<file path="config.mk">
export PLATFORM = sky130hd
export DESIGN_NAME = ant_sense_ctrl
export DESIGN_NICKNAME = d
export VERILOG_FILES = /design/src/rtl/ant_sense_ctrl_pkg.sv /design/src/rtl/ant_front_locs.sv /design/src/rtl/ant_sense_ctrl.sv
export SDC_FILE = /design/constraint.sdc
export NUM_CORES = 1
export LEC_CHECK = 0
export BUFFER_PORTS_ARGS = -buffer_cell sky130_fd_sc_hd__buf_2
export CAP_MARGIN = 20
export CORE_ASPECT_RATIO = 0.8
export CORE_MARGIN = 8
export CORE_UTILIZATION = 41
export CTS_CLUSTER_DIAMETER = 50
export DETAILED_ROUTE_END_ITERATION = 8
export GPL_TIMING_DRIVEN = 0
export PLACE_DENSITY = 0.69
export SYNTH_ARGS = -nofsm -noshare
export SYNTH_HDL_FRONTEND = slang
export SYNTH_SLANG_ARGS = --single-unit
</file>
<file path="constraint.sdc">
create_clock -name Clk -period 5.9 [get_ports Clk]
set_clock_uncertainty 0.1 [all_clocks]
set_input_delay 0.885 -clock Clk [delete_from_list [all_inputs] [get_ports Clk]]
set_output_delay 0.885 -clock Clk [all_outputs]
set_load 0.005 [all_outputs]
</file>
<file path="src/rtl/ant_sense_ctrl_pkg.sv">
// Shared widths, grid limits, heading encoding and controller states for the ant sensing sequencer.
package ant_sense_ctrl_pkg;

   localparam int X_bits    = 8;
   localparam int Y_bits    = 7;
   localparam int GRID_W    = 160;
   localparam int GRID_H    = 120;
   localparam int PHER_bits = 8;

   // Limits carry one extra bit so a stepped coordinate can be range-checked directly.
   localparam logic [X_bits:0] GRID_W_LIM = (X_bits+1)'(GRID_W);
   localparam logic [Y_bits:0] GRID_H_LIM = (Y_bits+1)'(GRID_H);

   localparam logic [2:0] DIR_N  = 3'd0;
   localparam logic [2:0] DIR_NE = 3'd1;
   localparam logic [2:0] DIR_E  = 3'd2;
   localparam logic [2:0] DIR_SE = 3'd3;
   localparam logic [2:0] DIR_S  = 3'd4;
   localparam logic [2:0] DIR_SW = 3'd5;
   localparam logic [2:0] DIR_W  = 3'd6;
   localparam logic [2:0] DIR_NW = 3'd7;

   localparam logic [1:0] IDX_LEFT  = 2'd0;
   localparam logic [1:0] IDX_FRONT = 2'd1;
   localparam logic [1:0] IDX_RIGHT = 2'd2;

   typedef enum logic [2:0] {
      ST_IDLE,
      ST_ISSUE,
      ST_WAIT,
      ST_DECIDE,
      ST_DONE
   } senseState_t;

   // Underflow at column 0 wraps to all-ones in the widened result, which is out of range.
   function automatic logic [X_bits:0] stepX(input logic [X_bits-1:0] x, input logic [2:0] dir);
      logic [X_bits:0] ext;
      ext = {1'b0, x};
      case (dir)
         DIR_NE, DIR_E, DIR_SE: stepX = ext + (X_bits+1)'(1);
         DIR_SW, DIR_W, DIR_NW: stepX = ext - (X_bits+1)'(1);
         default:               stepX = ext;
      endcase
   endfunction

   function automatic logic [Y_bits:0] stepY(input logic [Y_bits-1:0] y, input logic [2:0] dir);
      logic [Y_bits:0] ext;
      ext = {1'b0, y};
      case (dir)
         DIR_N, DIR_NE, DIR_NW: stepY = ext - (Y_bits+1)'(1);
         DIR_SE, DIR_S, DIR_SW: stepY = ext + (Y_bits+1)'(1);
         default:               stepY = ext;
      endcase
   endfunction

endpackage

</file>
<file path="src/rtl/ant_front_locs.sv">
// Left, front and right neighbour cells of an ant, widened by one bit so that
// both underflow and overflow land outside the grid limits.
module ant_front_locs
   import ant_sense_ctrl_pkg::*;
(
   input  logic [X_bits-1:0] posX_i,
   input  logic [Y_bits-1:0] posY_i,
   input  logic [2:0]        dir_i,
   output logic [X_bits:0]   leftX_o,
   output logic [Y_bits:0]   leftY_o,
   output logic [X_bits:0]   frontX_o,
   output logic [Y_bits:0]   frontY_o,
   output logic [X_bits:0]   rightX_o,
   output logic [Y_bits:0]   rightY_o
);

   logic [2:0] leftDir;
   logic [2:0] rightDir;

   assign leftDir  = dir_i - 3'd1;
   assign rightDir = dir_i + 3'd1;

   assign leftX_o  = stepX(posX_i, leftDir);
   assign leftY_o  = stepY(posY_i, leftDir);
   assign frontX_o = stepX(posX_i, dir_i);
   assign frontY_o = stepY(posY_i, dir_i);
   assign rightX_o = stepX(posX_i, rightDir);
   assign rightY_o = stepY(posY_i, rightDir);

endmodule

</file>
<file path="src/rtl/ant_sense_ctrl.sv">
// Per-ant sensing sequencer: reads the left/front/right pheromone one cell at a time and picks the next heading.
// Build option: define SENSE_RANDOM_TIE_EN for LFSR-based tie breaking instead of front > left > right.
module ant_sense_ctrl
   import ant_sense_ctrl_pkg::*;
(
   input  logic                 Clk,
   input  logic                 Reset_n,
   input  logic                 start,
   input  logic [X_bits-1:0]    ant_X,
   input  logic [Y_bits-1:0]    ant_Y,
   input  logic [2:0]           ant_dir,
   output logic                 busy,
   output logic                 done,
   output logic [2:0]           new_dir,
   output logic [X_bits-1:0]    move_X,
   output logic [Y_bits-1:0]    move_Y,
   output logic                 mem_rd,
   output logic [X_bits-1:0]    mem_X,
   output logic [Y_bits-1:0]    mem_Y,
   input  logic                 mem_rvalid,
   input  logic [PHER_bits-1:0] mem_rdata
);

   localparam logic [1:0] PICK_NONE = 2'd3;

   senseState_t          state_q, state_d;
   logic [1:0]           idx_q, idx_d;
   logic [X_bits-1:0]    latX_q;
   logic [Y_bits-1:0]    latY_q;
   logic [2:0]           latDir_q;
   logic [PHER_bits-1:0] sample_q [3];
   logic [2:0]           blocked_q;
   logic [2:0]           newDir_q;
   logic [X_bits-1:0]    moveX_q;
   logic [Y_bits-1:0]    moveY_q;

   logic [X_bits:0]      leftX, frontX, rightX, cellX;
   logic [Y_bits:0]      leftY, frontY, rightY, cellY;
   logic                 cellInBounds;

   logic [PHER_bits-1:0] maxVal;
   logic [2:0]           tied;
   logic [1:0]           pick;
   logic [2:0]           decDir;
   logic [X_bits-1:0]    decX;
   logic [Y_bits-1:0]    decY;

   ant_front_locs uFrontLocs (
      .posX_i   (latX_q),
      .posY_i   (latY_q),
      .dir_i    (latDir_q),
      .leftX_o  (leftX),
      .leftY_o  (leftY),
      .frontX_o (frontX),
      .frontY_o (frontY),
      .rightX_o (rightX),
      .rightY_o (rightY)
   );

   always_comb begin
      cellX = frontX;
      cellY = frontY;
      case (idx_q)
         IDX_LEFT: begin
            cellX = leftX;
            cellY = leftY;
         end
         IDX_RIGHT: begin
            cellX = rightX;
            cellY = rightY;
         end
         default: begin
            cellX = frontX;
            cellY = frontY;
         end
      endcase
   end

   assign cellInBounds = (cellX < GRID_W_LIM) && (cellY < GRID_H_LIM);

   always_ff @(posedge Clk or negedge Reset_n) begin
      if (!Reset_n) begin
         state_q <= ST_IDLE;
         idx_q   <= 2'd0;
      end else begin
         state_q <= state_d;
         idx_q   <= idx_d;
      end
   end

   // Blocked cells skip the read entirely, so ISSUE may repeat on consecutive cycles.
   always_comb begin
      state_d = state_q;
      idx_d   = idx_q;
      mem_rd  = 1'b0;
      case (state_q)
         ST_IDLE: begin
            if (start) begin
               state_d = ST_ISSUE;
               idx_d   = IDX_LEFT;
            end
         end
         ST_ISSUE: begin
            if (cellInBounds) begin
               mem_rd  = 1'b1;
               state_d = ST_WAIT;
            end else if (idx_q == IDX_RIGHT) begin
               state_d = ST_DECIDE;
            end else begin
               idx_d = idx_q + 2'd1;
            end
         end
         ST_WAIT: begin
            if (mem_rvalid) begin
               if (idx_q == IDX_RIGHT) begin
                  state_d = ST_DECIDE;
               end else begin
                  idx_d   = idx_q + 2'd1;
                  state_d = ST_ISSUE;
               end
            end
         end
         ST_DECIDE: state_d = ST_DONE;
         ST_DONE:   state_d = ST_IDLE;
         default:   state_d = ST_IDLE;
      endcase
   end

   assign busy    = (state_q != ST_IDLE);
   assign done    = (state_q == ST_DONE);
   assign mem_X   = mem_rd ? cellX[X_bits-1:0] : '0;
   assign mem_Y   = mem_rd ? cellY[Y_bits-1:0] : '0;
   assign new_dir = newDir_q;
   assign move_X  = moveX_q;
   assign move_Y  = moveY_q;

`ifdef SENSE_RANDOM_TIE_EN
   logic [7:0] lfsr_q;
   logic [1:0] tieCount;
   logic [1:0] tieSel;
   logic [1:0] seen;

   always_ff @(posedge Clk or negedge Reset_n) begin
      if (!Reset_n) begin
         lfsr_q <= 8'hA5;
      end else begin
         lfsr_q <= {lfsr_q[6:0], lfsr_q[7] ^ lfsr_q[5] ^ lfsr_q[4] ^ lfsr_q[3]};
      end
   end
`endif

   // Blocked cells are excluded from the maximum; an open cell reading zero still competes.
   always_comb begin
      maxVal = '0;
      for (int i = 0; i < 3; i++) begin
         if (!blocked_q[i] && (sample_q[i] > maxVal)) maxVal = sample_q[i];
      end
      for (int i = 0; i < 3; i++) begin
         tied[i] = !blocked_q[i] && (sample_q[i] == maxVal);
      end
      pick = PICK_NONE;
`ifdef SENSE_RANDOM_TIE_EN
      tieCount = 2'(tied[0]) + 2'(tied[1]) + 2'(tied[2]);
      case (tieCount)
         2'd2:    tieSel = {1'b0, lfsr_q[0]};
         2'd3:    tieSel = (lfsr_q[1:0] == 2'd3) ? 2'd0 : lfsr_q[1:0];
         default: tieSel = 2'd0;
      endcase
      seen = 2'd0;
      for (int i = 0; i < 3; i++) begin
         if (tied[i]) begin
            if ((seen == tieSel) && (pick == PICK_NONE)) pick = 2'(i);
            seen = seen + 2'd1;
         end
      end
`else
      if (tied[IDX_FRONT]) begin
         pick = IDX_FRONT;
      end else if (tied[IDX_LEFT]) begin
         pick = IDX_LEFT;
      end else if (tied[IDX_RIGHT]) begin
         pick = IDX_RIGHT;
      end
`endif
      decDir = latDir_q + 3'd4;
      decX   = latX_q;
      decY   = latY_q;
      case (pick)
         IDX_LEFT: begin
            decDir = latDir_q - 3'd1;
            decX   = leftX[X_bits-1:0];
            decY   = leftY[Y_bits-1:0];
         end
         IDX_FRONT: begin
            decDir = latDir_q;
            decX   = frontX[X_bits-1:0];
            decY   = frontY[Y_bits-1:0];
         end
         IDX_RIGHT: begin
            decDir = latDir_q + 3'd1;
            decX   = rightX[X_bits-1:0];
            decY   = rightY[Y_bits-1:0];
         end
         default: ;
      endcase
   end

   always_ff @(posedge Clk or negedge Reset_n) begin
      if (!Reset_n) begin
         latX_q    <= '0;
         latY_q    <= '0;
         latDir_q  <= '0;
         sample_q  <= '{default: '0};
         blocked_q <= '0;
         newDir_q  <= '0;
         moveX_q   <= '0;
         moveY_q   <= '0;
      end else begin
         case (state_q)
            ST_IDLE: begin
               if (start) begin
                  latX_q    <= ant_X;
                  latY_q    <= ant_Y;
                  latDir_q  <= ant_dir;
                  blocked_q <= '0;
               end
            end
            ST_ISSUE: begin
               blocked_q[idx_q] <= !cellInBounds;
               if (!cellInBounds) sample_q[idx_q] <= '0;
            end
            ST_WAIT: begin
               if (mem_rvalid) sample_q[idx_q] <= mem_rdata;
            end
            ST_DECIDE: begin
               newDir_q <= decDir;
               moveX_q  <= decX;
               moveY_q  <= decY;
            end
            default: ;
         endcase
      end
   end

endmodule

</file>
* Word-level counts from Yosys, hierarchy flattened *
Index checks and enable logic that the tools add are counted.

word-level totals
  bits in registers = 68
  bits in latches = 0
  memory bits (writable) = 0
  ROM bits = 0
  input bits = 30
  output and inout bits = 36
  logic and storage cells = 150
  memories kept = 0

cells by class
  add/subtract/negate cells = 8
  multiply operators = 0
  divide/modulo/power cells = 0
  $lt $le $gt $ge = 9
  equality and inequality tests = 35
  shifts and indexed selects = 0
  mux-type cells = 43
  bitwise gates (word level) = 3
  reductions and logical operators = 40

operators with widths
  operator               count
  $pmux W9 S2            4
  $pmux W8 S2            4
  $mux W24               2
  $pmux W24 S2           1
  $mux W8                5
  $eq A3 B3 Y1 const B   13
  $reduce_or A3 Y1       12
  $and A24 B24 Y24       1
  $bwmux W24             1
  $eq A3 B2 Y1 const B   8
  $eq A8 B8 Y1           3
  $not A24 Y24           1
  $pmux W8 S3            1
  $pmux W7 S3            1
  $demux W8 S2           1
  $gt A8 B8 Y1           2
  $mux W3                5
  $mux W2                7
  $eq A3 B1 Y1 const B   4
  $logic_not A3 Y1       4
  $pmux W3 S4            1
  $add A8 B1 Y9 const B  1
  $logic_and A1 B1 Y1    9
  $lt A9 B8 Y1 const B   1
  other kinds (32)       46

* Logic depth before layout (Yosys ltp) *
  depth in word-level cells = 16
  depth in mapped cells = 24
  depth with buffers taken out = 19

* Hierarchy *
A second synthesis with hierarchy kept.

second synthesis, totals
  cells, all modules = 800
  area total of the unflattened synthesis = 6399.9 µm²

by module, submodules not included
  module          times used  cells an instance  area each (µm²)  seq. area each (µm²)
  ant_sense_ctrl  1           536                4712.0           1701.6
  ant_front_locs  1           264                1687.9           0.0

* Worst setup path before layout *
OpenSTA, ideal clock, no wires.

  kind = register to register
  start point = register blocked_q[0]
  end point = register moveX_q[2], in the netlist move_X[2]
  library setup time = 94 ps
  arrival = 4989 ps
  required time = 5706 ps
  slack = 717 ps
  cell stages (with the launch flop) = 22
  buffers on the path = 5
  period minus slack after synthesis = 5183 ps
  path through = dfrtp_1 -> clkbuf_1 -> nand2b_1 -> ha_1 -> nand4_1 -> or2_2 -> and2_1 -> clkbuf_1 -> nand2_1 -> buf_1 -> mux2_2 -> ha_1 -> nand4_1 -> o311ai_0 -> and2_1 -> o22ai_1 -> nor4bb_1 -> nand2b_1 -> clkbuf_1 -> clkbuf_1 -> a21oi_1 -> a211oi_1

between the ends
  cells in the longest elaborated chain, start to end = 16
  elaborated cells between the ends (all ways) = 22
  those cells by class = 2 x order compare; 5 x eq/ne; 7 x mux; 8 x reduce/logical

RTL lines
  item                                        line                                          source
  start: declaration                          ant_sense_ctrl.sv:32                          logic [2:0] blocked_q;
  start signal: indexed assignment            ant_sense_ctrl.sv:229                         blocked_q[idx_q] <= !cellInBounds;
  $logic_not A1 Y1 *                          ant_sense_ctrl.sv:156, ant_sense_ctrl.sv:159
  $logic_and A1 B1 Y1                         ant_sense_ctrl.sv:156                         if (!blocked_q[i] && (sample_q[i] > maxVal)) maxVal = sample_q[i];
  $mux W8                                     ant_sense_ctrl.sv:156
  $gt A8 B8 Y1                                ant_sense_ctrl.sv:156
  $logic_and A1 B1 Y1                         ant_sense_ctrl.sv:156
  $mux W8                                     ant_sense_ctrl.sv:156
  $gt A8 B8 Y1                                ant_sense_ctrl.sv:156
  $logic_and A1 B1 Y1                         ant_sense_ctrl.sv:156
  $mux W8                                     ant_sense_ctrl.sv:156
  $eq A8 B8 Y1                                ant_sense_ctrl.sv:159                         tied[i] = !blocked_q[i] && (sample_q[i] == maxVal);
  $logic_and A1 B1 Y1                         ant_sense_ctrl.sv:159
  $mux W1                                     ant_sense_ctrl.sv:181                         end else if (tied[IDX_RIGHT]) begin
  $mux W2                                     ant_sense_ctrl.sv:179                         end else if (tied[IDX_LEFT]) begin
  $mux W2 *                                   ant_sense_ctrl.sv:177                         if (tied[IDX_FRONT]) begin
  $eq A2 B2 Y1, or another cell as far along  ant_sense_ctrl.sv:188                         case (pick)
  $pmux W8 S3 *                               ant_sense_ctrl.sv:188
  end signal: assignment                      ant_sense_ctrl.sv:216                         moveX_q <= '0;
  end signal: assignment                      ant_sense_ctrl.sv:237                         moveX_q <= decX;
  end: declaration                            ant_sense_ctrl.sv:34                          logic [X_bits-1:0] moveX_q;

Every way passes the cells marked *; elsewhere a longest branch is shown, timed or not.
A chain may end at the register's enable or synchronous reset.

* Final worst setup path *
  start point = register blocked_q[0]
  end point = register moveY_q[1], in the netlist move_Y[1]

between the ends
  cells in the longest elaborated chain, start to end = 16
  elaborated cells between the ends (all ways) = 22
  those cells by class = 2 x order compare; 5 x eq/ne; 7 x mux; 8 x reduce/logical

RTL lines
  item                                        line                                          source
  $logic_not A1 Y1 *                          ant_sense_ctrl.sv:156, ant_sense_ctrl.sv:159
  $logic_and A1 B1 Y1                         ant_sense_ctrl.sv:156
  $mux W8                                     ant_sense_ctrl.sv:156
  $gt A8 B8 Y1                                ant_sense_ctrl.sv:156
  $logic_and A1 B1 Y1                         ant_sense_ctrl.sv:156
  $mux W8                                     ant_sense_ctrl.sv:156
  $gt A8 B8 Y1                                ant_sense_ctrl.sv:156
  $logic_and A1 B1 Y1                         ant_sense_ctrl.sv:156
  $mux W8                                     ant_sense_ctrl.sv:156
  $eq A8 B8 Y1                                ant_sense_ctrl.sv:159
  $logic_and A1 B1 Y1                         ant_sense_ctrl.sv:159
  $mux W1                                     ant_sense_ctrl.sv:181
  $mux W2                                     ant_sense_ctrl.sv:179
  $mux W2 *                                   ant_sense_ctrl.sv:177
  $eq A2 B2 Y1, or another cell as far along  ant_sense_ctrl.sv:188
  $pmux W7 S3 *                               ant_sense_ctrl.sv:188
  end signal: assignment                      ant_sense_ctrl.sv:238                         moveY_q <= decY;
  end: declaration                            ant_sense_ctrl.sv:35                          logic [Y_bits-1:0] moveY_q;

Marks and branches as above.

==> impl_metrics.json <==
{
  "dp.cells": 1141,
  "synthMuxAreaShare_pct": 3.26,
  "grt-ovfl-total": 0,
  "area_growth_pct": 15.3,
  "synthCells": 859,
  "synth_adder_area_share_pct": 6.60,
  "core_area_um2": 15800,
  "async_reset_ff_share_pct": 100,
  "required_ns": 6.06,
  "ant_nets": 0,
  "dieArea_um2": 20500,
  "drt-total-wl_mm": 24.6,
  "status": "complete, no violations",
  "hold_path_class": "flop to flop",
  "grt_usage_pct": 23.8,
  "crit_slowest_cell": "dfrtp_1",
  "synth_simple_gate_area_share_pct": 19.9,
  "drive_gt1_share_pct": 14.0,
  "synth_compound_gate_area_share_pct": 34.8,
  "antenna_found_initial": 0,
  "synth_nets": 924,
  "clk_latency_ns": 0.35,
  "fmax_mhz": 176,
  "max_cap_violations": 0,
  "syn_area_per_cell_um2": 7.72,
  "grt_pass1_wl_mm": 38.1,
  "worstPathArrival_ns": 5.83,
  "grt_start_max_net_pins": 69,
  "period_share_pct": 96.1,
  "diodes": 0,
  "ys_ff_latch": 68,
  "crit_chain": "clkbuf_1, nand2b_1, inv_1, ha_1, nand4_1, or2_2, and2_1, clkbuf_1, nand2_1, buf_2, mux2_2, ha_1, nand4_1, o311ai_2, nand2_1, a311oi_1, a311o_1, clkbuf_2, clkbuf_2, o221ai_1, a21oi_1",
  "cp_max_fo": 10,
  "worstSetupEndpointType": "flop",
  "finalNetCount": 1000,
  "die-height_um": 130,
  "stdcell_count": 1155,
  "drv_slew": 0,
  "crit_buf_inv": 6,
  "yosysUniqueCellTypes": 71,
  "cts_sinks": 68,
  "io_pins": 66,
  "rsz0062_at_grt": "yes",
  "drcViolationCount": 0,
  "rows": 41,
  "setup.worst_path.start_class": "flop",
  "synth-seq-area-share_pct": 25.7,
  "gp_congestion": 0.963,
  "start_util_pct": 42.0,
  "cts_tree": "built",
  "synth_warnings": 0,
  "synth-main-ff-cell": "dfrtp_1",
  "io_buffers": 65,
  "synth_top_family_by_area": "compound AO/OA/AOI/OAI gates",
  "fillerInstances": 1580,
  "netlist_area_um2": 6630,
  "cts-htree-levels": 3,
  "viasPerCell": 6.50,
  "wl_per_cell_um": 21.3,
  "worst_pin_slew_ns": 1.09,
  "initialDrtViolationCount": 1079,
  "cts_buffers": 9,
  "slew_headroom_pct": 26.5,
  "dr.pass1.iters": 7,
  "die_x_um": 158,
  "cts_buffer_depth": 2,
  "vias": 7513,
  "setup_violations": 0,
  "synth-edff-count": 0,
  "hold_viol_final": 0,
  "hpwl_mm": 18.8,
  "cts_root_buf": "clkbuf_16",
  "crit_family": "buffers and inverters",
  "max_stage_delay_ns": 0.40,
  "clkTransAtPathRegs_ns": 0.06,
  "path_class": "flop to flop",
  "layout_min_cycle_time_ns": 5.67,
  "grt_pass1_vias": 6683,
  "synth_xor_area_share_pct": 3.43
}
## flip-flops by register name, summed over array words and instances (netlist names)
name       count
sample_q      24
latX_q         8
move_X         8
latY_q         7
move_Y         7
blocked_q      3
latDir_q       3
new_dir        3
state_q        3
idx_q          2
## placed cells by master (no fill, tap or decap), drive strengths merged, types with 7 or more instances in the layout
cell type / Yosys / layout
a211oi: 8 / 8
a22o: 15 / 15
nand3: 32 / 32
buf: 7 / 73
inv: 44 / 44
or4: 11 / 11
dfrtp: 68 / 68
nand2: 87 / 87
o32ai: 14 / 14
o221ai: 20 / 20
or3: 10 / 10
mux2: 13 / 13
a221oi: 14 / 14
xor2: 13 / 13
a22oi: 18 / 18
o211ai: 10 / 10
a31oi: 14 / 14
a221o: 8 / 8
clkbuf: 59 / 69
a21o: 14 / 14
mux2i: 7 / 7
o31ai: 7 / 7
o22ai: 18 / 18
nor2: 41 / 41
xnor2: 13 / 13
ha: 35 / 35
o21ai: 51 / 51
nor3: 17 / 17
a21oi: 96 / 96
nand4: 11 / 11
nand2b: 15 / 15
## tightest hold or removal path, delay by kind of cell (launching register included)
kind	cells	cell delay, ns
AOI/OAI and AO/OA	1	0.07
and+or+nand+nor	1	0.04
DFF	1	0.34
## per-layer routing
layer | share of wire, % | wire length [um] | track usage, %
met1 | 46 | 11200 | 35.8
met2 | 40 | 9790 | 32.2
met3 | 12 | 3050 | 6.25
met4 | 2.1 | 528 | 6.86
met5 | 0 | 0 | 0
## worst paths after layout
kind | start | to | slack, ns | depth (start not counted)
max in group asynchronous | Reset_n | sample_q[20] | 4.96 | 2
min in group asynchronous | Reset_n | latY_q[4] | 0.43 | 2
worst min register to register | new_dir[0] | new_dir[0] | 0.40 | 2
worst min-delay path | new_dir[0] | new_dir[0] | 0.40 | 2
worst max-delay path | blocked_q[0] | move_Y[1] | 0.23 | 21
worst max register to register | blocked_q[0] | move_Y[1] | 0.23 | 21
## Yosys cell counts, types with 11 or more instances
| master | instances | area (um^2) |
|---|---|---|
| a22o_1 | 15 | 131 |
| a221oi_1 | 13 | 114 |
| o32ai_1 | 14 | 123 |
| dfrtp_1 | 68 | 1700 |
| o21ai_0 | 51 | 255 |
| nor2_1 | 41 | 154 |
| nor3_1 | 16 | 80.1 |
| ha_1 | 35 | 438 |
| o221ai_1 | 20 | 175 |
| mux2_2 | 13 | 146 |
| xnor2_1 | 13 | 114 |
| xor2_1 | 13 | 114 |
| clkbuf_1 | 59 | 221 |
| a31oi_1 | 14 | 87.6 |
| nand2b_1 | 15 | 93.8 |
| a21o_1 | 14 | 105 |
| inv_1 | 43 | 161 |
| a21oi_1 | 94 | 470 |
| nand4_1 | 11 | 68.8 |
| a22oi_1 | 18 | 135 |
| nand3_1 | 32 | 160 |
| o22ai_1 | 18 | 113 |
| nand2_1 | 86 | 323 |
## timing repair
| item | in CTS | in global routing |
|---|---|---|
| hold buffers | 0 | 0 |
| setup buffers | 0 | 0 |
| pin swaps | 0 | 1 |
| resized for setup | 9 | 18 |
| endpoints found under the setup margin | 21 | 34 |
## area by class of cell
cell class | instances | area, um^2 | area share, %
multi-input cells | 681 | 4560 | 59.6
plain buffers | 64 | 269 | 3.52
well taps | 215 | 269 | 3.52
clock buffers | 11 | 243 | 3.17
flip-flops and latches | 68 | 1700 | 22.2
repair buffers | 67 | 360 | 4.71
clock inverters | 5 | 85.1 | 1.11
inverters | 44 | 165 | 2.16
## kinds of logic (layout without fill, tap and decap cells)
| kind of cell | Yosys count | after routing |
|---|---|---|
| adder cells (fa/ha/maj) | 35 | 35 |
| flip-flops | 68 | 68 |
| AND/OR/NAND/NOR | 261 | 261 |
| multiplexers | 20 | 20 |
| AO/OA/AOI/OAI | 339 | 339 |
| buffers and inverters | 110 | 191 |
| XOR/XNOR | 26 | 26 |
## per-stage QoR
step / hold WS (ns) / setup TNS, ns / setup WS, ns / utilization, % / instance area (um^2)
after global placement: 0.387 / -8.67 / -0.641 / 45.7 / 7230
after detailed placement: 0.381 / -5.41 / -0.457 / 46.0 / 7260
after floorplan: 0.373 / 0 / 0.717 / - / 6630
after global routing: 0.431 / -0.0467 / -0.0341 / 48.4 / 7650
final: 0.402 / 0 / 0.231 / 48.4 / 7650
after CTS: 0.403 / 0 / 0.0736 / 48.2 / 7610
Power is left out: the tool's default activity adds up to more than one toggle a clock period on the data nets, which glitch-free logic cannot reach.
